--- config.mk ---
export PLATFORM = sky130hd
export DESIGN_NAME = booth_mul_sequencer
export DESIGN_NICKNAME = d
export VERILOG_FILES = /design/src/rtl/booth_seq_pkg.sv /design/src/rtl/booth_op_fifo.sv /design/src/rtl/booth_mul_sequencer.sv
export SDC_FILE = /design/constraint.sdc
export NUM_CORES = 1
export LEC_CHECK = 0
export CAP_MARGIN = 20
export CELL_PAD_IN_SITES_DETAIL_PLACEMENT = 1
export CELL_PAD_IN_SITES_GLOBAL_PLACEMENT = 2
export CORE_UTILIZATION = 31
export CTS_CLUSTER_SIZE = 25
export DETAILED_ROUTE_END_ITERATION = 6
export PLACE_DENSITY_LB_ADDON = 0.1
export SETUP_SLACK_MARGIN = 0.1
export SLEW_MARGIN = 25
export SYNTH_ARGS = -nofsm -noshare
export SYNTH_HDL_FRONTEND = slang
export SYNTH_SLANG_ARGS = --single-unit
--- constraint.sdc ---
create_clock -name clk -period 2 [get_ports clk]
set_input_delay 0.3 -clock clk [delete_from_list [all_inputs] [get_ports clk]]
set_output_delay 0.3 -clock clk [all_outputs]
set_load 0.05 [all_outputs]
--- src/rtl/booth_seq_pkg.sv ---
// Shared types for the Booth multiplier front-end sequencer: FSM state
// encoding, default operand width and the full-width product type.
package booth_seq_pkg;

  localparam int DEF_WIDTH = 5;

  typedef enum logic [2:0] {
    S_IDLE,
    S_LOAD_M,
    S_LOAD_Q,
    S_WAIT,
    S_CAP_LO,
    S_OUT
  } seq_state_e;

  typedef logic signed [2*DEF_WIDTH-1:0] prod_t;

endpackage

--- src/rtl/booth_op_fifo.sv ---
// Synchronous operand-pair FIFO. Depth must be a power of two so the
// read/write pointers wrap naturally. No bypass: a word written into an
// empty FIFO appears on rdata one cycle later. Push into a full FIFO and
// pop from an empty FIFO are ignored.
module booth_op_fifo #(
  parameter int DEPTH  = 2,
  parameter int DATA_W = 10
) (
  input  logic              clk,
  input  logic              rst_n,
  input  logic              push,
  input  logic              pop,
  input  logic [DATA_W-1:0] wdata,
  output logic [DATA_W-1:0] rdata,
  output logic              full,
  output logic              empty
);

  localparam int AW = $clog2(DEPTH);

  logic [DATA_W-1:0] mem [DEPTH];
  logic [AW-1:0]     wptr;
  logic [AW-1:0]     rptr;
  logic [AW:0]       count;
  logic              do_push;
  logic              do_pop;

  assign full    = (count == (AW+1)'(DEPTH));
  assign empty   = (count == '0);
  assign do_push = push && !full;
  assign do_pop  = pop && !empty;
  assign rdata   = mem[rptr];

  // Pointer and occupancy bookkeeping.
  always_ff @(posedge clk) begin
    if (!rst_n) begin
      wptr  <= '0;
      rptr  <= '0;
      count <= '0;
    end else begin
      if (do_push) wptr <= wptr + AW'(1);
      if (do_pop)  rptr <= rptr + AW'(1);
      case ({do_push, do_pop})
        2'b10:   count <= count + (AW+1)'(1);
        2'b01:   count <= count - (AW+1)'(1);
        default: count <= count;
      endcase
    end
  end

  // Entry storage; contents are only meaningful below the occupancy count.
  always_ff @(posedge clk) begin
    if (do_push) mem[wptr] <= wdata;
  end

endmodule

--- src/rtl/booth_mul_sequencer.sv ---
// Front-end sequencer for the serial Booth multiplier. Buffers signed
// operand pairs, loads multiplicand then multiplier into the multiplier,
// waits for done, collects the high then low product halves and presents
// the full-width product on a valid/ready port. One multiplication in
// flight at a time.
// Optional build macro: BOOTH_SEQ_TIMEOUT_EN adds a WAIT-state watchdog
// that aborts with out_err=1 and a zero product after TIMEOUT cycles.
module booth_mul_sequencer
  import booth_seq_pkg::*;
#(
  parameter int WIDTH      = DEF_WIDTH,
  parameter int FIFO_DEPTH = 2,
  parameter int TIMEOUT    = 64
) (
  input  logic                      clk,
  input  logic                      rst_n,
  input  logic                      in_valid,
  output logic                      in_ready,
  input  logic signed [WIDTH-1:0]   in_a,
  input  logic signed [WIDTH-1:0]   in_b,
  output logic                      mul_start,
  output logic signed [WIDTH-1:0]   mul_data,
  input  logic                      mul_done,
  input  logic signed [WIDTH-1:0]   mul_dout,
  output logic                      out_valid,
  input  logic                      out_ready,
  output logic signed [2*WIDTH-1:0] out_prod,
  output logic                      out_err,
  output logic                      busy
);

  localparam int PW = 2 * WIDTH;

  if (TIMEOUT < 1 || FIFO_DEPTH < 2 || (FIFO_DEPTH & (FIFO_DEPTH - 1)) != 0) begin : g_param_check
    $error("booth_mul_sequencer: illegal TIMEOUT or FIFO_DEPTH");
  end

  seq_state_e              state;
  logic signed [WIDTH-1:0] b_r;
  logic signed [WIDTH-1:0] hi_r;
  logic signed [WIDTH-1:0] head_a;
  logic signed [WIDTH-1:0] head_b;
  logic [PW-1:0]           fifo_wdata;
  logic [PW-1:0]           fifo_rdata;
  logic                    fifo_push;
  logic                    fifo_pop;
  logic                    fifo_full;
  logic                    fifo_empty;

  assign fifo_wdata = {in_a, in_b};
  assign fifo_push  = in_valid && !fifo_full;
  assign fifo_pop   = (state == S_IDLE) && !fifo_empty;
  assign head_a     = fifo_rdata[PW-1:WIDTH];
  assign head_b     = fifo_rdata[WIDTH-1:0];
  assign in_ready   = !fifo_full;

  booth_op_fifo #(
    .DEPTH  (FIFO_DEPTH),
    .DATA_W (PW)
  ) u_fifo (
    .clk   (clk),
    .rst_n (rst_n),
    .push  (fifo_push),
    .pop   (fifo_pop),
    .wdata (fifo_wdata),
    .rdata (fifo_rdata),
    .full  (fifo_full),
    .empty (fifo_empty)
  );

`ifdef BOOTH_SEQ_TIMEOUT_EN
  localparam int WD_W = $clog2(TIMEOUT) + 1;
  logic [WD_W-1:0] wd_cnt;
  logic            wd_expire;
  assign wd_expire = (wd_cnt == WD_W'(TIMEOUT - 1));
`else
  assign out_err = 1'b0;
`endif

  // Operand and high-half capture. The multiplicand is driven straight from
  // the FIFO head onto mul_data at the pop edge, so only the multiplier
  // operand needs holding for the following load cycle.
  always_ff @(posedge clk) begin
    if (fifo_pop)                    b_r  <= head_b;
    if (state == S_WAIT && mul_done) hi_r <= mul_dout;
  end

  // Sequencer FSM; every output is registered and reflects the state entered.
  always_ff @(posedge clk) begin
    if (!rst_n) begin
      state     <= S_IDLE;
      mul_start <= 1'b0;
      mul_data  <= '0;
      out_valid <= 1'b0;
      out_prod  <= '0;
      busy      <= 1'b0;
`ifdef BOOTH_SEQ_TIMEOUT_EN
      out_err   <= 1'b0;
      wd_cnt    <= '0;
`endif
    end else begin
      case (state)
        S_IDLE: begin
          if (!fifo_empty) begin
            state     <= S_LOAD_M;
            mul_start <= 1'b1;
            mul_data  <= head_a;
            busy      <= 1'b1;
          end
        end
        S_LOAD_M: begin
          state     <= S_LOAD_Q;
          mul_start <= 1'b0;
          mul_data  <= b_r;
        end
        S_LOAD_Q: begin
          state    <= S_WAIT;
          mul_data <= '0;
`ifdef BOOTH_SEQ_TIMEOUT_EN
          wd_cnt   <= '0;
`endif
        end
        S_WAIT: begin
          if (mul_done) begin
            state <= S_CAP_LO;
          end
`ifdef BOOTH_SEQ_TIMEOUT_EN
          else if (wd_expire) begin
            state     <= S_OUT;
            out_valid <= 1'b1;
            out_prod  <= '0;
            out_err   <= 1'b1;
          end else begin
            wd_cnt <= wd_cnt + WD_W'(1);
          end
`endif
        end
        S_CAP_LO: begin
          // Low half is on mul_dout this cycle; assemble {hi,lo} directly.
          state     <= S_OUT;
          out_valid <= 1'b1;
          out_prod  <= {hi_r, mul_dout};
        end
        S_OUT: begin
          if (out_ready) begin
            state     <= S_IDLE;
            out_valid <= 1'b0;
            busy      <= 1'b0;
`ifdef BOOTH_SEQ_TIMEOUT_EN
            out_err   <= 1'b0;
`endif
          end
        end
        default: begin
          state <= S_IDLE;
        end
      endcase
    end
  end

endmodule

==> results.toml, run 1 <==
[routing]
vias = 1385
wl_per_cell_um = 15.3
drt_iter0_drc = 68
drtPass1Iterations = 3
via_per_inst = 4.78
drc_errors = 0
drt-total-wl_um = 4450
drt.antenna.violating_nets = 0

[cells_and_area]
synthToLayoutAreaGrowth_pct = 28.6
n_fill_cell = 735
postLayoutCoreUtil = 0.411
fin_cells = 290
drive_above_1_share = 0.181
finalNetCount = 230
num_antenna_cells = 0
finish.instance_area_um2 = 2780

[power_and_ir_drop]
p_sw_mw = 1.39
sw_frac_of_total = 0.366
power.internal_mw = 2.40
total_power_mw = 3.79
power.leakage_nw = 0.944
combPwrFrac = 0.399
p_clk_frac = 0.171
seq_power_share = 0.430
vdd_ir_drop_max_uv = 653
power_density_nw_per_um2 = 1360

[die]
design.die.area_um2 = 7300
start_util = 0.319
die_h_um = 85.4
fp.dieW_um = 85.4
core_um2 = 6760
rows = 30
io_pins = 40

[sta]
fin_setup_tns_ns = 0
worstMarginPinSlew_ns = 0.514
min_period_ns = 1.79
fin_worst_skew_ns = 0.0109
fmax_mhz = 557
finalHoldViolCount = 0
fin_hold_ws_ns = 0.502
rsz0062_at_grt = "false"
period_share = 0.897
setup_viol = 0
final_max_slew_viol_count = 0
fin_ws_ns = 0.205
maxSlewHeadroom = 0.656

[setup_path]
worstSetupPathType = "flip-flop to output port"
start_kind = "flip-flop"
critPathCaptureType = "output port"
cp.required_ns = 1.70
crit_arrival_ns = 1.49
critical-path-top-delay-family = "buffers and inverters"
worst-path-buf-inv = 1
cp_cell_sequence = "clkdlybuf4s50_1"
path_max_fanout = 2
cp_slowest_cell = "clkdlybuf4s50_1"
slowest_delay_ns = 0.81

[global_route]
grt_overflow = 0
grt_antenna_before_repair = 0
grt_max_degree = 20
use_met3 = 0.0311
grt_pass1_vias = 1497
met2_usage = 0.220
grt_busiest_layer = "met2"
gr-usage-met1 = 0.174
grt_pass1_wl_um = 7500
track_usage = 0.135

[place]
gp_congestion = 0.792
placed_cell_area_um2 = 2660
pre_cts_ws_ns = 0.107
dp_hpwl_um = 3310
portBuffers = 38
dp_cells = 281

[logic_synthesis]
synth_top_area_frac = 0.417
synth.most_common_cell = "edfxtp_1"
yosysTopAreaCell = "edfxtp_1"
synth_area_um2 = 2160
synth_common_cells = "edfxtp_1 (30), dfxtp_1 (26), nor2_1 (15)"
yosysSeqAreaShare = 0.659
ys_types = 33
synth_nets = 184
ys_ff_latch = 56
synth_edf_count = 30
yosysWarnings = 0
synthCells = 163
async_flop_share = 0
syn_avg_cell_area_um2 = 13.2
synthTopCellsByArea = "edfxtp_1 (42%), dfxtp_1 (24%), mux2_2 (5.2%)"
yosys_most_used_dff = "edfxtp_1"

[clock_tree]
cts-root-buf = "clkbuf_8"
cts_sinks = 56
holdBufCountCts = 0
tritoncts = "built"
numCtsBuffers = 5
path_clk_slew_ns = 0.10
clockBufferDepth = 2
clock_latency_ns = 0.31
htree_levels = 2

[run]
max_cap_violations = 0

[worst_hold_path]
hold_class = "flip-flop to flip-flop"

[run_status]
status = "complete, no violations"
==> registers in the layout, summed over array words and instances (netlist names), named ones only <==
register / cells
hi_r: 5
out_valid: 1
u_fifo.count: 2
mul_start: 1
mul_data: 5
u_fifo.rptr: 1
state: 3
u_fifo.mem: 20
out_prod: 10
u_fifo.wptr: 1
b_r: 5
busy: 1
==> kinds of logic after synthesis <==
group | Yosys count | synth area share
flip-flops | 56 | 0.659
adder cells (fa/ha/maj) | 1 | 0.00580
XOR/XNOR | 3 | 0.0122
other | 1 | 0.00174
AND/OR/NAND/NOR | 39 | 0.0951
AO/OA/AOI/OAI | 30 | 0.0852
multiplexers | 20 | 0.0986
buffers and inverters | 13 | 0.0429
==> layout by cell type, fill, tap and decap left out, types with 2 or more instances in the layout <==
cell	count
a21oi_1	13
a311oi_1	5
buf_4	10
clkbuf_8	5
clkdlybuf4s50_1	37
dfxtp_1	25
edfxtp_1	30
inv_1	3
mux2_2	10
mux2i_1	10
nand2_1	6
nand2b_1	3
nand3b_1	2
nor2_1	15
nor3_1	2
nor3b_1	2
o21ai_0	7
xnor2_1	2
==> layer usage <==
metal	part of all wire	wire length, um
met5	0	0
met1	0.47	2080
met4	0.015	65
met2	0.49	2180
met3	0.029	127
==> cell type report <==
type	instances	area [um^2]	area share
Clock buffer	5	68.8	0.0248
Clock inverter	3	27.5	0.00991
Inverter	4	20.0	0.00721
Multi-Input combinational cell	94	669	0.241
Sequential cell	56	1430	0.513
Tap cell	80	100	0.0361
Timing Repair Buffer	48	465	0.168
==> power groups by stage <==
stage | Combinational (mW) | Sequential (mW) | Clock (mW)
floorplan | 0.881 | 1.82 | 0
global placement | 1.45 | 1.65 | 0
detailed placement | 1.49 | 1.66 | 0
CTS | 1.50 | 1.63 | 0.685
global route | 1.64 | 1.66 | 0.718
finish | 1.51 | 1.63 | 0.649
==> final timing paths <==
kind                            startpoint  slack, ns  depth (start not counted)         endpoint
worst max register to register    state[1]       0.21                          5  u_fifo.count[1]
worst min-delay path               hi_r[2]       0.50                          2      out_prod[7]
worst max-delay path             mul_start       0.21                          1        mul_start
worst min register to register     hi_r[2]       0.50                          2      out_prod[7]
==> timing repair <==
action,4_1_cts,5_1_grt
gates resized for setup,1,3
setup endpoints to repair,1,1
pin swaps,0,0
setup buffers,0,1
cloned,0,0
(Power assumes the default switching activity.)
==> inputs of run 2 (changes only) <==
--- a/config.mk
+++ b/config.mk
@@ -6,14 +6,12 @@
 export NUM_CORES = 1
 export LEC_CHECK = 0
 export CAP_MARGIN = 20
-export CELL_PAD_IN_SITES_DETAIL_PLACEMENT = 1
-export CELL_PAD_IN_SITES_GLOBAL_PLACEMENT = 2
-export CORE_UTILIZATION = 31
+export CORE_UTILIZATION = 46
 export CTS_CLUSTER_SIZE = 25
 export DETAILED_ROUTE_END_ITERATION = 6
-export PLACE_DENSITY_LB_ADDON = 0.1
+export PLACE_DENSITY = 0.74
 export SETUP_SLACK_MARGIN = 0.1
-export SLEW_MARGIN = 25
+export SLEW_MARGIN = 0
 export SYNTH_ARGS = -nofsm -noshare
 export SYNTH_HDL_FRONTEND = slang
 export SYNTH_SLANG_ARGS = --single-unit
==> run 2 against run 1 <==
Compared with the run above: the run now ends with design-rule violations left; critical path depth up 5; sequential share of layout area up 0.51 points; non-clock buffer count down 5; sequential power about the same; clock power up 50%; setup slack worse by 0.022 ns; critical endpoint is now u_fifo.count[1]; largest cell class unchanged; largest power group unchanged.
==> results.toml, run 2 (synthesis gave the netlist of run 1 again) <==
[sta]
rsz0062_at_grt = "false"
fmax_mhz = 550
final_max_slew_viol_count = 0
period_share = 0.908
min_period_ns = 1.82
setup_viol = 0
maxSlewHeadroom = 0.518
fin_worst_skew_ns = 0.00573
worstMarginPinSlew_ns = 0.722
fin_setup_tns_ns = 0
finalHoldViolCount = 0

[die]
die_h_um = 70.5
io_pins = 40
core_um2 = 4440
fp.dieW_um = 70.5
rows = 24
start_util = 0.486
design.die.area_um2 = 4970

[place]
placed_cell_area_um2 = 2580
dp_cells = 249
portBuffers = 38
gp_congestion = 0.756
dp_hpwl_um = 2570

[routing]
drtPass1Iterations = 6
drt_iter0_drc = 58
drc_errors = 10
wl_per_cell_um = 14.3
via_per_inst = 5.21
drt.antenna.violating_nets = 0
vias = 1338
drt-total-wl_um = 3690

[setup_path]
worstSetupPathType = "flip-flop to flip-flop"
crit_arrival_ns = 2.05
r2r_end = "u_fifo.count[1]"
path_max_fanout = 6
ff2ff_path_depth = 6
cp.required_ns = 2.23
crit_start = "u_fifo.count[0]"
critPathCaptureType = "flip-flop"
timing.rr.start = "u_fifo.count[0]"
regToRegSetupSlack_ns = 0.18
start_kind = "flip-flop"

[cells_and_area]
top_regs = "u_fifo.mem x20, out_prod x10"
drive_above_1_share = 0.161
finalNetCount = 225
largest_register_ffs = 20
layout_commonest_cell = "clkdlybuf4s50_1"
multiInputGateArea_um2 = 666
seq_area_um2 = 1430
largest-register = "u_fifo.mem"
postLayoutCoreUtil = 0.619
fin_cells = 257
n_fill_cell = 348
final_cell_mix = "clkdlybuf4s50_1 (37), edfxtp_1 (30), dfxtp_1 (24), nor2_1 (15), a21oi_1 (14)"
num_antenna_cells = 0
synthToLayoutAreaGrowth_pct = 27.5
finish.instance_area_um2 = 2750

[global_route]
grt_antenna_before_repair = 0
grt_pass1_wl_um = 6130
grt_max_degree = 25
track_usage = 0.163
grt_overflow = 0
grt_pass1_vias = 1355

[run_status]
violations = "design-rule violations"
status = "finished, violations left"

[clock_tree]
clockBufferDepth = 2
holdBufCountCts = 0
htree_levels = 2
tritoncts = "built"
clock_latency_ns = 0.31
numCtsBuffers = 5
postCtsSetupBuffers = 0
cts_sinks = 56
cts-root-buf = "clkbuf_8"
path_clk_slew_ns = 0.09

[worst_hold_path]
min_path_cells = 2
hold_class = "flip-flop to flip-flop"
min_from = "busy"
holdPathEnd = "busy"

[power_and_ir_drop]
vdd_ir_drop_max_uv = 633
power_density_nw_per_um2 = 1460
total_power_mw = 4.01
power.leakage_nw = 0.946

[run]
max_cap_violations = 0
## run 2: cell types whose count changed in the layout (fill, tap and decap cells not counted), sizes merged
| cell | delta |
|---|---|
| buf | -5 |
| bufinv | +3 |
| clkinv | -1 |
| clkinvlp | -1 |
| inv | -1 |
## run 2: worst max-delay path, stage by stage (launching register included)
cell and delay (ns):
dfxtp_4 0.38, nor2_1 0.07, or4_4 0.47, inv_6 0.11, ha_4 0.21, or3_1 0.36, a21oi_1 0.13
## run 2: worst max-delay path by stage
stage	endpoint	slack, ns	cells after the start
detailed placement	u_fifo.count[1]	0.11	6
finish	u_fifo.count[1]	0.18	6
CTS	u_fifo.count[1]	0.14	6
global placement	u_fifo.count[1]	0.16	6
floorplan	u_fifo.count[1]	0.12	6
global route	u_fifo.count[1]	0.10	6
## run 2: timing repair
item / 4_1_cts / 5_1_grt
endpoints found under the setup margin: 1 / 1
gates cloned: 0 / 0
resized for setup: 1 / 3
## run 2: cell type report
class / count / share of cell area
clock buffer: 5 / 0.0250
timing repair buffer: 43 / 0.151
clock inverter: 3 / 0.0327
sequential: 56 / 0.518
multi-input combinational: 94 / 0.242
tap: 52 / 0.0236
inverter: 4 / 0.00728
## run 2: per-layer routing
layer | global-route usage | share of wire
met1 | 0.190 | 0.42
met5 | 0 | 0
met2 | 0.275 | 0.52
met4 | 0.0907 | 0.010
met3 | 0.0404 | 0.055
## run 2: report_power, final
part / total (mW) / switching, mW / internal [mW]
registers: 1.64 / 0.143 / 1.50
logic: 1.40 / 0.808 / 0.593
clock network: 0.973 / 0.348 / 0.625
## run 2: stage by stage
stage | hold WS [ns] | worst slack, ns
final | 0.492 | 0.183
after global routing | 0.518 | 0.101
after CTS | 0.494 | 0.142
after detailed placement | 0.475 | 0.109
after global placement | 0.464 | 0.159
after floorplan | 0.399 | 0.120
==> inputs of run 3 (changes only) <==
--- a/config.mk
+++ b/config.mk
@@ -9,7 +9,7 @@
 export CORE_UTILIZATION = 46
 export CTS_CLUSTER_SIZE = 25
 export DETAILED_ROUTE_END_ITERATION = 6
-export PLACE_DENSITY = 0.74
+export PLACE_DENSITY = 0.81
 export SETUP_SLACK_MARGIN = 0.1
 export SLEW_MARGIN = 0
 export SYNTH_ARGS = -nofsm -noshare
==> run 3 against run 2 <==
Compared with the run above: critical endpoint is now mul_data[4]; final area is 1.5% lower; the flow still finishes with violations (design-rule violations); total power decreased by 5.8%; core utilization fell by 0.90 points.
==> results.toml, run 3 (synthesis gave the netlist of run 1 again) <==
[global_route]
grt_max_degree = 25
grt_pass1_wl_um = 6020
grt_antenna_before_repair = 0
grt_overflow = 0
track_usage = 0.162
grt_pass1_vias = 1299

[power_and_ir_drop]
combPwrFrac = 0.379
power_density_nw_per_um2 = 1400
p_sw_mw = 1.31
seq_power_share = 0.431
total_power_mw = 3.78
vdd_ir_drop_max_uv = 717
power.internal_mw = 2.47
sw_frac_of_total = 0.347
power.leakage_nw = 0.932
p_clk_frac = 0.189

[sta]
worstMarginPinSlew_ns = 0.746
finalHoldViolCount = 0
min_period_ns = 1.83
final_max_slew_viol_count = 0
setup_viol = 0
fin_setup_tns_ns = 0
fin_worst_skew_ns = 0.00695
period_share = 0.913
fmax_mhz = 548
maxSlewHeadroom = 0.502
rsz0062_at_grt = "false"
fin_ws_ns = 0.174
fin_hold_ws_ns = 0.490

[die]
design.die.area_um2 = 4970
start_util = 0.486
rows = 24
core_um2 = 4440
die_h_um = 70.5
fp.dieW_um = 70.5
io_pins = 40

[setup_path]
worst-path-buf-inv = 1
worstSetupPathType = "flip-flop to output port"
start_kind = "flip-flop"
critical-path-top-delay-family = "buffers and inverters"
cp_cell_sequence = "clkdlybuf4s50_1"
critPathCaptureType = "output port"
timing.rr.start = "u_fifo.count[1]"
cp_slowest_cell = "clkdlybuf4s50_1"
path_max_fanout = 2
regToRegSetupSlack_ns = 0.18
crit_start = "mul_data[4]"
crit_arrival_ns = 1.53
cp.required_ns = 1.70
slowest_delay_ns = 0.85

[place]
placed_cell_area_um2 = 2600
pre_cts_ws_ns = 0.138
gp_congestion = 0.733
dp_cells = 251
dp_hpwl_um = 2580
portBuffers = 38

[clock_tree]
cts-root-buf = "clkbuf_8"
cts_sinks = 56
clock_latency_ns = 0.31
tritoncts = "built"
clockBufferDepth = 2
htree_levels = 2
path_clk_slew_ns = 0.09
numCtsBuffers = 5
holdBufCountCts = 0

[run_status]
status = "finished, violations left"
violations = "design-rule violations"

[cells_and_area]
largest-register = "u_fifo.mem"
postLayoutCoreUtil = 0.610
n_fill_cell = 359
synthToLayoutAreaGrowth_pct = 25.6
drive_above_1_share = 0.159
final_cell_mix = "clkdlybuf4s50_1 (37), edfxtp_1 (30), dfxtp_1 (25), nor2_1 (15), a21oi_1 (14)"
top_regs = "u_fifo.mem x20, out_prod x10"
finalNetCount = 227
layout_commonest_cell = "clkdlybuf4s50_1"
largest_register_ffs = 20
num_antenna_cells = 0
fin_cells = 259
finish.instance_area_um2 = 2710

[routing]
drtPass1Iterations = 7
drt_iter0_drc = 80
drt.antenna.violating_nets = 0
drc_errors = 10
wl_per_cell_um = 14.4
via_per_inst = 5.28
drt-total-wl_um = 3740
vias = 1367

[worst_hold_path]
hold_class = "flip-flop to flip-flop"
min_from = "u_fifo.rptr"

[run]
max_cap_violations = 0
## run 3: cell types whose count changed in the layout (fill, tap and decap cells not counted), sizes merged
cell,delta
clkbuf,+1
clkinv,+1
bufinv,-2
buf,+2
## run 3: metal layers
metal	vias to the layer above	wire length, um	share of wire	GRT usage
li1	681	-	-	-
met1	642	1660	0.44	0.197
met2	39	1830	0.49	0.270
met3	5	205	0.055	0.0563
met4	0	41	0.011	0.0544
met5	-	0	0	0
## run 3: final cells by class
class	count	area, um^2	share of cell area
Sequential cell	56	1420	0.525
Inverter	4	20.0	0.00738
Tap cell	52	65.1	0.0240
Multi-Input combinational cell	94	666	0.246
Timing Repair Buffer	45	430	0.159
Clock buffer	6	72.6	0.0268
Clock inverter	2	35.0	0.0129
## run 3: what timing repair did
item,4_1_cts,5_1_grt
resized for setup,0,2
setup endpoints to repair,0,1
hold endpoints to repair,0,0
buffers inserted,0,0
## run 3: final timing paths
| path | to | cells after the start |
|---|---|---|
| hold / removal | flip-flop | 2 |
| setup reg to reg | u_fifo.count[1] | 6 |
| hold reg to reg | flip-flop | 2 |
| setup / recovery | mul_data[4] | 1 |
## run 3: tightest hold or removal path, cell delays in order (launching register included)
cell	delay, ns
dfxtp_1	0.32
o41ai_1	0.07
a21oi_1	0.06
## run 3: power groups by stage
stage	sequential [mW]	combinational, mW	clock, mW
floorplan	1.82	0.881	0
global placement	1.65	1.39	0
detailed placement	1.65	1.42	0
CTS	1.63	1.43	0.728
global route	1.66	1.55	0.767
finish	1.63	1.44	0.716
